`src/rtl/ultrasonic_ranger.sv`:
```
// HC-SR04-style ultrasonic ranger: trigger, echo timing and divider-free cm conversion.
// Optional build macro RANGER_MEDIAN_EN: report the median of the last three results.
module ultrasonic_ranger #(
    parameter int CLK_FREQ_MHZ    = 50,
    parameter int TRIG_US         = 10,
    parameter int PERIOD_MS       = 60,
    parameter int ECHO_TIMEOUT_US = 25000,
    parameter int US_PER_CM       = 58
) (
    input  logic       clk,
    input  logic       resetn,
    input  logic       enable,
    input  logic       echo,
    output logic       trig,
    output logic [5:0] distance,
    output logic       valid,
    output logic       busy
);
    localparam int TRIG_CYC   = TRIG_US * CLK_FREQ_MHZ;
    localparam int PERIOD_CYC = PERIOD_MS * 1000 * CLK_FREQ_MHZ;
    localparam int CM_CYC     = US_PER_CM * CLK_FREQ_MHZ;
    localparam int TO_CYC     = ECHO_TIMEOUT_US * CLK_FREQ_MHZ;
    localparam int CNT_MAX    = (TO_CYC > TRIG_CYC) ? TO_CYC : TRIG_CYC;
    localparam int CNT_W      = $clog2(CNT_MAX + 1);
    localparam int PER_W      = $clog2(PERIOD_CYC + 1);
    localparam int PRE_W      = $clog2(CM_CYC + 1);

    localparam logic [CNT_W-1:0] TRIG_LAST = CNT_W'(TRIG_CYC - 1);
    localparam logic [CNT_W-1:0] TO_LAST   = CNT_W'(TO_CYC - 1);
    localparam logic [PER_W-1:0] PER_LAST  = PER_W'(PERIOD_CYC - 1);
    localparam logic [PRE_W-1:0] PRE_LAST  = PRE_W'(CM_CYC - 1);
    localparam logic [5:0]       CM_SAT    = 6'd63;

    typedef enum logic [2:0] {IDLE, TRIG, WAIT_ECHO, MEASURE, DONE} state_t;

    state_t             state_q, state_d;
    logic [CNT_W-1:0]   cnt_q, cnt_d;
    logic [PRE_W-1:0]   pre_q, pre_d;
    logic [5:0]         cm_q, cm_d;
    logic [PER_W-1:0]   per_q, per_d;
    logic               first_q, first_d;
    logic               trig_q, trig_d;
    logic               valid_q, valid_d;
    logic               busy_q, busy_d;
    logic [5:0]         distance_q, distance_d;
    logic               sync1_q, sync2_q, echo_prev_q;
    logic               echo_s, echo_rise_s, done_s;
    logic [5:0]         result_s;

`ifdef RANGER_MEDIAN_EN
    logic [5:0]         h0_q, h0_d, h1_q, h1_d;
    logic               hist_ok_q, hist_ok_d;

    function automatic logic [5:0] med3(input logic [5:0] a, input logic [5:0] b,
                                        input logic [5:0] c);
        if (a > b) begin
            med3 = (b > c) ? b : ((a > c) ? c : a);
        end else begin
            med3 = (a > c) ? a : ((b > c) ? c : b);
        end
    endfunction
`endif

    assign echo_s      = sync2_q;
    assign echo_rise_s = echo_s & ~echo_prev_q;

    // Next-state logic. The period counter saturates one short of PERIOD_CYC because
    // the launch decision is made the cycle before the trigger rises.
    always_comb begin
        state_d    = state_q;
        cnt_d      = cnt_q;
        pre_d      = pre_q;
        cm_d       = cm_q;
        first_d    = first_q;
        distance_d = distance_q;
        valid_d    = 1'b0;
        done_s     = 1'b0;
        result_s   = 6'd0;
        per_d      = (per_q == PER_LAST) ? per_q : per_q + PER_W'(1);
`ifdef RANGER_MEDIAN_EN
        h0_d       = h0_q;
        h1_d       = h1_q;
        hist_ok_d  = hist_ok_q;
`endif
        case (state_q)
            IDLE: begin
                if (enable && (first_q || (per_q == PER_LAST))) begin
                    state_d = TRIG;
                    cnt_d   = '0;
                    per_d   = '0;
                    first_d = 1'b0;
                end else begin
                    state_d = IDLE;
                end
            end
            TRIG: begin
                if (cnt_q == TRIG_LAST) begin
                    state_d = WAIT_ECHO;
                    cnt_d   = '0;
                end else begin
                    cnt_d = cnt_q + CNT_W'(1);
                end
            end
            WAIT_ECHO: begin
                // The rise cycle itself already counts as one cycle of echo width.
                if (echo_rise_s) begin
                    state_d = MEASURE;
                    cnt_d   = CNT_W'(1);
                    pre_d   = PRE_W'(1);
                    cm_d    = 6'd0;
                end else if (cnt_q == TO_LAST) begin
                    done_s = 1'b1;
                end else begin
                    cnt_d = cnt_q + CNT_W'(1);
                end
            end
            MEASURE: begin
                if (!echo_s) begin
                    done_s   = 1'b1;
                    result_s = (cm_q == 6'd0) ? 6'd1 : cm_q;
                end else if (cnt_q == TO_LAST) begin
                    done_s = 1'b1;
                end else begin
                    cnt_d = cnt_q + CNT_W'(1);
                    if (pre_q == PRE_LAST) begin
                        pre_d = '0;
                        cm_d  = (cm_q == CM_SAT) ? cm_q : cm_q + 6'd1;
                    end else begin
                        pre_d = pre_q + PRE_W'(1);
                    end
                end
            end
            DONE: begin
                state_d = IDLE;
            end
            default: begin
                state_d = IDLE;
            end
        endcase

        if (done_s) begin
            state_d = DONE;
            valid_d = 1'b1;
`ifdef RANGER_MEDIAN_EN
            distance_d = hist_ok_q ? med3(result_s, h0_q, h1_q) : result_s;
            h1_d       = hist_ok_q ? h0_q : result_s;
            h0_d       = result_s;
            hist_ok_d  = 1'b1;
`else
            distance_d = result_s;
`endif
        end else begin
            valid_d = 1'b0;
        end

        trig_d = (state_d == TRIG);
        busy_d = (state_d != IDLE);
    end

    // State, counters, synchroniser and registered outputs.
    always_ff @(posedge clk or negedge resetn) begin
        if (!resetn) begin
            state_q     <= IDLE;
            cnt_q       <= '0;
            pre_q       <= '0;
            cm_q        <= 6'd0;
            per_q       <= '0;
            first_q     <= 1'b1;
            trig_q      <= 1'b0;
            valid_q     <= 1'b0;
            busy_q      <= 1'b0;
            distance_q  <= 6'd0;
            sync1_q     <= 1'b0;
            sync2_q     <= 1'b0;
            echo_prev_q <= 1'b0;
`ifdef RANGER_MEDIAN_EN
            h0_q        <= 6'd0;
            h1_q        <= 6'd0;
            hist_ok_q   <= 1'b0;
`endif
        end else begin
            state_q     <= state_d;
            cnt_q       <= cnt_d;
            pre_q       <= pre_d;
            cm_q        <= cm_d;
            per_q       <= per_d;
            first_q     <= first_d;
            trig_q      <= trig_d;
            valid_q     <= valid_d;
            busy_q      <= busy_d;
            distance_q  <= distance_d;
            sync1_q     <= echo;
            sync2_q     <= sync1_q;
            echo_prev_q <= sync2_q;
`ifdef RANGER_MEDIAN_EN
            h0_q        <= h0_d;
            h1_q        <= h1_d;
            hist_ok_q   <= hist_ok_d;
`endif
        end
    end

    assign trig     = trig_q;
    assign distance = distance_q;
    assign valid    = valid_q;
    assign busy     = busy_q;
endmodule

```
`config.mk`:
```
export PLATFORM = sky130hd
export DESIGN_NAME = ultrasonic_ranger
export DESIGN_NICKNAME = d
export VERILOG_FILES = /design/src/rtl/ultrasonic_ranger.sv
export SDC_FILE = /design/constraint.sdc
export NUM_CORES = 1
export LEC_CHECK = 0
export ABC_CLOCK_PERIOD_IN_PS = 2600
export BUFFER_PORTS_ARGS = -buffer_cell sky130_fd_sc_hd__buf_2
export CAP_MARGIN = 0
export CORE_AREA = 2 2 116 118
export DETAILED_ROUTE_END_ITERATION = 8
export DIE_AREA = 0 0 118 120
export PLACE_DENSITY = 0.55
export SLEW_MARGIN = 20
export SYNTH_ARGS = -nofsm -noshare
export SYNTH_HDL_FRONTEND = slang
export SYNTH_SLANG_ARGS = --single-unit
```
`constraint.sdc`:
```
create_clock -name clk -period 2.6 [get_ports clk]
set_input_delay 0.13 -clock clk [delete_from_list [all_inputs] [get_ports clk]]
set_output_delay 0.13 -clock clk [all_outputs]
set_load 0.05 [all_outputs]
```
* After elaboration in Yosys (flattened, before gate mapping)
Index checks and enable logic that the tools add are counted.
** Word-level totals
- Bits in registers :: 77
- Latch bits :: 0
- Bits in writable memories :: 0
- ROM bits :: 0
- Input port bits :: 4
- Output and inout port bits :: 9
- Memories kept :: 0
** Operators by class
- Add/sub/neg operators :: 4
- $mul :: 0
- Div/mod/pow operators :: 0
- Order comparisons :: 0
- Equality and inequality tests :: 15
- Shift-type cells :: 0
- Multiplexer cells :: 33
- Bitwise gates (word level) :: 2
- Reduce and logical (&&, ||, !) cells :: 11
** Operator list (count)
- $mux W21 :: 5
- $pmux W21 S4 :: 1
- $mux W22 :: 3
- $mux W12 :: 4
- $mux W6 :: 8
- $pmux W12 S2 :: 1
- $add A22 B1 Y22 const B :: 1
- $eq A22 B22 Y1 const B :: 1
- $add A21 B1 Y21 const B :: 1
- $eq A21 B21 Y1 const B :: 1
- $eq A21 B9 Y1 const B :: 1
- $add A12 B1 Y12 const B :: 1
- $eq A12 B12 Y1 const B :: 1
- $ne A2 B2 Y1 const B :: 6
- $pmux W3 S4 :: 1
- $pmux W6 S2 :: 1
- $mux W3 :: 3
- $add A6 B1 Y6 const B :: 1
- $eq A3 B1 Y1 const B :: 2
- $eq A3 B2 Y1 const B :: 2
- $eq A6 B6 Y1 const B :: 1
- $logic_not A6 Y1 :: 1
- $reduce_and A6 Y1 :: 1
- $mux W1 :: 5
- other kinds (12) :: 12

* Logic depth before layout (Yosys ltp)
Gate-level depths: netlist of the first run.
- Word-level depth :: 7
- Depth in mapped cells :: 9
- Mapped depth without buffers :: 7

* Worst setup path before layout of the first run
OpenSTA, ideal clock, no wires.
- Path type :: register to register
- From :: reg per_q[0]
- To :: reg cnt_q[18]
- Data arrival time :: 2.125 ns
- Required time :: 2.497 ns
- Path slack :: 0.371 ns
- Cell stages (with the launch flop) :: 10
- Path buffers :: 2
- Period minus slack after synthesis :: 2.229 ns
- Path through :: dfrtp_1 ha_1 and3_1 clkbuf_1 nand2_1 nor4_4 o21ai_2 or2_4 buf_6 o41ai_2
** Between the ends
- Cells in the longest elaborated chain, start to end :: 5
** RTL lines
- from (decl) :: RTL line 40 : logic [PER_W-1:0] per_q, per_d;
- from (signal assigned) :: RTL line 186 : per_q <= per_d;
- $eq A22 B22 Y1 :: RTL line 87 : if (enable && (first_q || (per_q == PER_LAST))) begin
- $logic_or A1 B1 Y1 :: RTL line 87
- $logic_and A1 B1 Y1 :: RTL line 87
- $ne A2 B2 Y1 (no line)
- $reduce_and A3 Y1 (no line)
- to (signal assigned) :: RTL line 183 : cnt_q <= cnt_d;
- to (decl) :: RTL line 37 : logic [CNT_W-1:0] cnt_q, cnt_d;
No other way between the ends.
A chain may end at the register's enable or synchronous reset.

* Worst setup path in the final report of the first run
- From :: reg cnt_q[12]
- To :: reg cnt_q[19]
** Between the ends
- Cells in the longest elaborated chain, start to end :: 4
** RTL lines
- $add A21 B1 Y21 / $eq A21 B21 Y1 (equally long branches)
- $mux W21 :: RTL line 111, 121
- $mux W21, on equally long branches :: RTL line 118, 106
- $pmux W21 S4 (*) :: RTL line 85 : case (state_q)
Mark *: on every way between the ends. The rest lies on a longest branch, timed or not. The select of a mux whose other input is x is not followed.

==> results of run 1 <==
[placed cells by master, fill, tap and decap left out, types with 10 or more instances in the layout]
| cell type | count |
|---|---|
| dfrtp_1 | 76 |
| o21ai_0 | 51 |
| nor2_1 | 50 |
| nand2_1 | 33 |
| nand3_1 | 23 |
| buf_4 | 19 |
| and3_1 | 17 |
| a21oi_1 | 13 |
| nand4_1 | 11 |
| or3_1 | 11 |
| o31ai_1 | 11 |
| buf_2 | 11 |
| inv_1 | 10 |
| nor3_1 | 10 |
| nand2b_1 | 10 |
[registers in the layout, indices dropped and copies added, names as in the netlist]
name and cells:
cm_q 6, state_q 3, echo_prev_q 1, distance 6
pre_q 12, cnt_q 21, sync1_q 1, busy 1
valid 1, trig 1, echo_s 1, per_q 22
first_q 1
[how the worst max path moves through the flow]
| stage | cells after the start | startpoint | slack (ns) | end |
|---|---|---|---|---|
| after global placement | 7 | per_q[0] | 0.37 | cnt_q[17] |
| after global routing | 7 | per_q[0] | 0.11 | cnt_q[11] |
| final | 6 | cnt_q[12] | 0.32 | cnt_q[19] |
| after CTS | 7 | per_q[0] | 0.28 | cnt_q[11] |
| after floorplan | 9 | per_q[0] | 0.37 | cnt_q[18] |
| after detailed placement | 7 | per_q[0] | 0.30 | cnt_q[11] |
[cell type report]
cell class,instances,area share
multi-input cells,348,0.437
flip-flops and latches,77,0.400
clock buffers,11,0.0524
repair buffers,33,0.0475
well taps,176,0.0457
clock inverters,4,0.00986
inverters,10,0.00778
[power by group]
part	switching, uW	total, uW	leakage (uW)	internal, uW
Combinational	26.0	32.1	0.000910	6.14
Sequential	1.88	1200	0.00105	1200
Clock	492	1280	0.000147	787
[metal layers]
| layer | wire (um) | GRT usage | share of wire |
|---|---|---|---|
| met1 | 4700 | 0.198 | 0.49 |
| met2 | 4410 | 0.227 | 0.46 |
| met3 | 314 | 0.0323 | 0.033 |
| met4 | 154 | 0.0535 | 0.016 |
| met5 | 0 | 0 | 0 |
[cells in the mapped netlist, types with 2 or more instances]
cell	number
dfrtp_1	76
o21ai_0	51
nor2_1	50
nand2_1	33
nand3_1	23
and3_1	17
clkbuf_1	16
a21oi_1	13
nand4_1	11
nor3_1	11
o31ai_1	11
or3_1	11
inv_1	10
nand2b_1	10
xnor2_1	9
a31oi_1	8
xor2_1	7
or2_2	6
a22o_1	5
ha_1	5
nor2b_1	5
nor4_1	5
o41ai_1	5
a21boi_0	4
and2_1	4
nand3b_1	4
a41oi_1	3
and3b_1	3
nand4b_1	3
nor4bb_1	3
or4_1	3
and4_1	2
and4bb_2	2
buf_2	2
nand4bb_1	2
[through the flow]
stage                     setup WS, ns  utilization  hold WS [ns]  cells
after CTS                        0.280        0.371       0.00909    658
after global routing             0.113        0.372         0.283    659
after detailed placement         0.300        0.347         0.243    642
final                            0.320        0.372         0.248    659
after floorplan                  0.371            -        -0.166    455
after global placement           0.366        0.347         0.243    642
[worst reg2reg max path, cell delays in order, from the launching register on]
cell and delay [ns]:
dfrtp_1 0.43, or4_1 0.55, nor4_2 0.28, a41oi_1 0.21, or4b_1 0.22, nand3b_1 0.11, a221o_1 0.37
[cell families (layout without fill, tap and decap cells)]
logic type / count (synthesis) / after routing / share of synthesized area
AOI/OAI and AO/OA: 109 / 109 / 0.163
xor gates and xnor gates: 16 / 16 / 0.0337
adders and majority gates: 5 / 5 / 0.0151
buffers and inverters: 30 / 58 / 0.0295
DFF: 77 / 77 / 0.464
and+or+nand+nor: 218 / 218 / 0.294
==> impl_metrics.tcl, run 1 <==
set metrics [dict create \
    gp_congestion 0.820 \
    worst_slew_pin_slew_ns 0.703 \
    hp-start "enable" \
    setup_viol 0 \
    drtIter0Drc 223 \
    viasPerCell 5.23 \
    worst_hold_path_type "in -> reg" \
    io_buffers 12 \
    synth_top_cell_by_area "dfrtp_1" \
    fin_skew_ns 0.00667 \
    dr.pass1.iters 5 \
    clock_latency_ns 0.34 \
    root_buffer "clkbuf_16" \
    cp.buffers_inverters 0 \
    synth.area.top_cells "dfrtp_1, o21ai_0, nor2_1" \
    rows 42 \
    synth_async_sr_flop_share 1.00 \
    htree_levels 3 \
    netlist_area_um2 4150 \
    die_area_um2 14200 \
    cp_slowest_cell "or4_1" \
    relSlewSlack 0.532 \
    rr_worst_depth 6 \
    core_area_um2 13000 \
    grt_use_total 0.146 \
    ys_ff_latch 77 \
    cp_top_family "simple AND/OR/NAND/NOR gates" \
    drc 0 \
    cts.sinks 77 \
    postRouteAntennaNets 0 \
    multi_input_area_um2 2110 \
    drv_slew 0 \
    r2r_start "cnt_q[12]" \
    routed_wl_um 9570 \
    synth_nets 464 \
    grt.overflow.total 0 \
    hold_end "first_q" \
    diodes 0 \
    ctsResizeCount 0 \
    post_cts_buffers 0 \
    fmax_ghz 0.439 \
    synth_edf_count 0 \
    finalPower_uw 2510 \
    r2r_end "cnt_q[19]" \
    synthFlopType "dfrtp_1" \
    cap_violations 0 \
    area_growth_pct 16.1 \
    clk_path_buf_depth 2 \
    vdd_drop_max_uv 291 \
    yosys_warnings 0 \
    grt_pass1_wl_um 16700 \
    worstPathRequired_ns 2.82 \
    wl_per_cell_um 14.5 \
    cp-end-kind "register" \
    initial_core_util 0.320 \
    fp.dieH_um 120 \
    status "completed" \
    finalCritPeriodShare 0.877 \
    layout.nets 488 \
    reg2reg_slack_ns 0.32 \
    tritoncts "built" \
    synth_top_cell_area_share 0.458 \
    grt_max_degree 78 \
    rsz0062_at_grt "no" \
    cts_hold_buf 1 \
    critPathKind "reg -> reg" \
    hold_depth 3 \
    crit_path_max_fanout 6 \
    drive_above_1_share 0.130 \
    dp_hpwl_um 6660 \
    critPathMaxStageDelay_ns 0.55 \
    die_w_um 118 \
    ys_seq_area_frac 0.464 \
    numCtsBuffers 9 \
    power_density_nw_per_um2 521 \
    final.setup.tns_ns 0 \
    critPathLaunchType "register" \
    via_count 3448 \
    netlist_instances 455 \
    antenna_found_initial 0 \
    cp_cell_sequence "or4_1 > nor4_2 > a41oi_1 > or4b_1 > nand3b_1 > a221o_1" \
    crit_arrival_ns 2.50 \
    clk_pin_slew_ns 0.06 \
    hold_viol_final 0 \
    io_pins 13 \
    avgSynthCellArea_um2 9.13 \
    power_leakage_uw 0.00210 \
    synth_cell_types 57 \
    seqCellArea_um2 1930 \
    fillers 1313 \
    grt_pass1_vias 3342 \
    final_area_um2 4820 \
    fin_crit_ns 2.28 \
    placed_cell_area_um2 4500 \
]
(Power assumes the default switching activity.)
==> inputs of run 2 (changes only) <==
--- a/config.mk
+++ b/config.mk
@@ -8,10 +8,12 @@
 export ABC_CLOCK_PERIOD_IN_PS = 2600
 export BUFFER_PORTS_ARGS = -buffer_cell sky130_fd_sc_hd__buf_2
 export CAP_MARGIN = 0
+export CELL_PAD_IN_SITES_DETAIL_PLACEMENT = 1
+export CELL_PAD_IN_SITES_GLOBAL_PLACEMENT = 1
 export CORE_AREA = 2 2 116 118
 export DETAILED_ROUTE_END_ITERATION = 8
 export DIE_AREA = 0 0 118 120
-export PLACE_DENSITY = 0.55
+export PLACE_DENSITY = 0.65
 export SLEW_MARGIN = 20
 export SYNTH_ARGS = -nofsm -noshare
 export SYNTH_HDL_FRONTEND = slang
==> run 2 against run 1 <==
Effect of this change:
- the flow now finishes with violations (negative hold slack)
- die area unchanged
- clock-buffer cell count is 1 higher
- worst hold slack worse by 0.32 ns
- clock power increased by 22%
- critical path depth decreased by 1
- non-clock buffer count down 3
- sequential power hardly changed
- worst setup slack worse by 0.15 ns
- power grew 11%
- final cell count shrank 0.30%
- clock skew up 0.0025 ns
==> impl_metrics.tcl, run 2 (synthesis results as in run 1) <==
set metrics [dict create \
    status "finished with violations" \
    violations "negative hold slack" \
    cp_cell_sequence "or4b_4 > nor4_4 > o21ai_2 > or2_4 > o41ai_2" \
    layout.nets 485 \
    grt.overflow.total 0 \
    layout.cells.non_filler 657 \
    wl_per_cell_um 16.8 \
    net-switching-power_uw 530 \
    grt_pass1_wl_um 18800 \
    clk_pin_slew_ns 0.06 \
    final_cell_mix "dfrtp_1, o21ai_0, nor2_1" \
    crit_arrival_ns 2.65 \
    viasPerCell 5.43 \
    io_pins 13 \
    critPathMaxStageDelay_ns 0.57 \
    cp_slowest_cell "or4b_4" \
    die_w_um 118 \
    fp.dieH_um 120 \
    tritoncts "built" \
    seqPwrFrac 0.430 \
    worst_hold_path_type "in -> async" \
    post_cts_buffers 0 \
    routed_wl_um 11000 \
    critPathKind "reg -> reg" \
    dp_hpwl_um 7740 \
    gp_congestion 0.792 \
    switching_share 0.189 \
    worst_slew_pin_slew_ns 1.02 \
    power_density_nw_per_um2 575 \
    top_regs "per_q (22), cnt_q (21), pre_q (12)" \
    fin_skew_ns 0.00920 \
    dr.pass1.iters 5 \
    p_clk_frac 0.559 \
    drtIter0Drc 201 \
    rsz0062_at_grt "no" \
    drc 0 \
    relSlewSlack 0.322 \
    postRouteAntennaNets 0 \
    cts.sinks 77 \
    grt_pass1_vias 3687 \
    top_register "per_q" \
    diodes 0 \
    numCtsBuffers 9 \
    grt_max_degree 78 \
    finalCritPeriodShare 0.936 \
    fmax_ghz 0.411 \
    worstPathRequired_ns 2.82 \
    dp_cells 640 \
    placed_cell_area_um2 4480 \
    fin_crit_ns 2.43 \
    initial_core_util 0.320 \
    final_core_util 0.375 \
    final.setup.tns_ns 0 \
    cp-end-kind "register" \
    cap_violations 0 \
    drive_above_1_share 0.125 \
    largest_register_ffs 22 \
    drv_slew 0 \
    internal_power_uw 2270 \
    via_count 3565 \
    crit_path_max_fanout 13 \
    power_frac_comb 0.011 \
    die_area_um2 14200 \
    root_buffer "clkbuf_16" \
    vdd_drop_max_uv 267 \
    clock_latency_ns 0.35 \
    io_buffers 12 \
    setup_viol 0 \
    rows 42 \
    hold_viol_final 38 \
    htree_levels 3 \
    hold_slack_ns -0.0692 \
    core_area_um2 13000 \
    critPathLaunchType "register" \
    mostFrequentLayoutCell "dfrtp_1" \
    antenna_found_initial 0 \
    area_growth_pct 17.1 \
    final_area_um2 4860 \
    clk_path_buf_depth 2 \
    grt_use_total 0.166 \
    power_leakage_uw 0.00212 \
]
[run 2: cell count changes in the layout (fill, tap and decap cells not counted), sizes merged]
cell / before / now
bufinv: 1 / 4
clkinvlp: 1 / 0
buf: 31 / 29
clkinv: 2 / 0
clkbuf: 11 / 12
dlygate4sd3: 2 / 1
[run 2: power by group through the flow]
stage | Combinational (uW) | Sequential (uW) | Clock, uW
2_1_floorplan | 3.16 | 1220 | 0
3_3_place_gp | 32.1 | 1220 | 0
6_report | 31.2 | 1200 | 1560
4_1_cts | 33.9 | 1200 | 1610
5_1_grt | 36.6 | 1200 | 1650
3_5_place_dp | 32.5 | 1220 | 0
[run 2: area by class of cell]
type | instances | area (um^2)
inverter | 10 | 37.5
clock buffer | 12 | 246
timing repair buffer | 30 | 200
tap | 176 | 220
fill | 1527 | 8120
multi-input combinational | 348 | 2110
sequential | 77 | 1930
clock inverter | 4 | 120
[run 2: stage by stage]
| stage | hold slack (ns) | total power [uW] | setup slack, ns |
|---|---|---|---|
| 2_1_floorplan | -0.166 | 1230 | 0.371 |
| 3_5_place_dp | 0.242 | 1260 | 0.179 |
| 4_1_cts | 0.00422 | 2840 | 0.159 |
| 6_report | -0.0692 | 2800 | 0.167 |
| 3_3_place_gp | 0.242 | 1260 | 0.276 |
| 5_1_grt | 0.0350 | 2890 | 0.0115 |
[run 2: what timing repair did]
| action | 4_1_cts | 5_1_grt |
|---|---|---|
| endpoints found under the setup margin | 0 | 3 |
| hold buffers | 1 | 0 |
| hold endpoints to repair | 1 | 0 |
| resized for setup | 0 | 1 |
[run 2: worst paths after layout]
check / start / slack (ns) / endpoint / cells after the start
setup / recovery: per_q[8] / 0.17 / cnt_q[18] / 5
hold / removal: resetn / -0.07 / pre_q[6] / 1
setup reg to reg: per_q[8] / 0.17 / cnt_q[18] / 5
hold reg to reg: sync1_q / 0.36 / echo_s / 0
max in group asynchronous: resetn / 1.97 / per_q[4] / 1
min in group clk: enable / 0.23 / first_q / 3
[run 2: layer usage]
layer  wire, um  vias up  global-route usage
met3        239       15              0.0257
met5          0        -                   0
met1       5230     1806               0.214
li1           -     1702                   -
met2       5320       42               0.274
met4        214        0              0.0761
[run 2: critical path, delay by kind of cell (launching register included)]
family | cells | cell delay [ns]
compound gates | 2 | 0.51
flops | 1 | 0.42
simple gates | 3 | 1.37
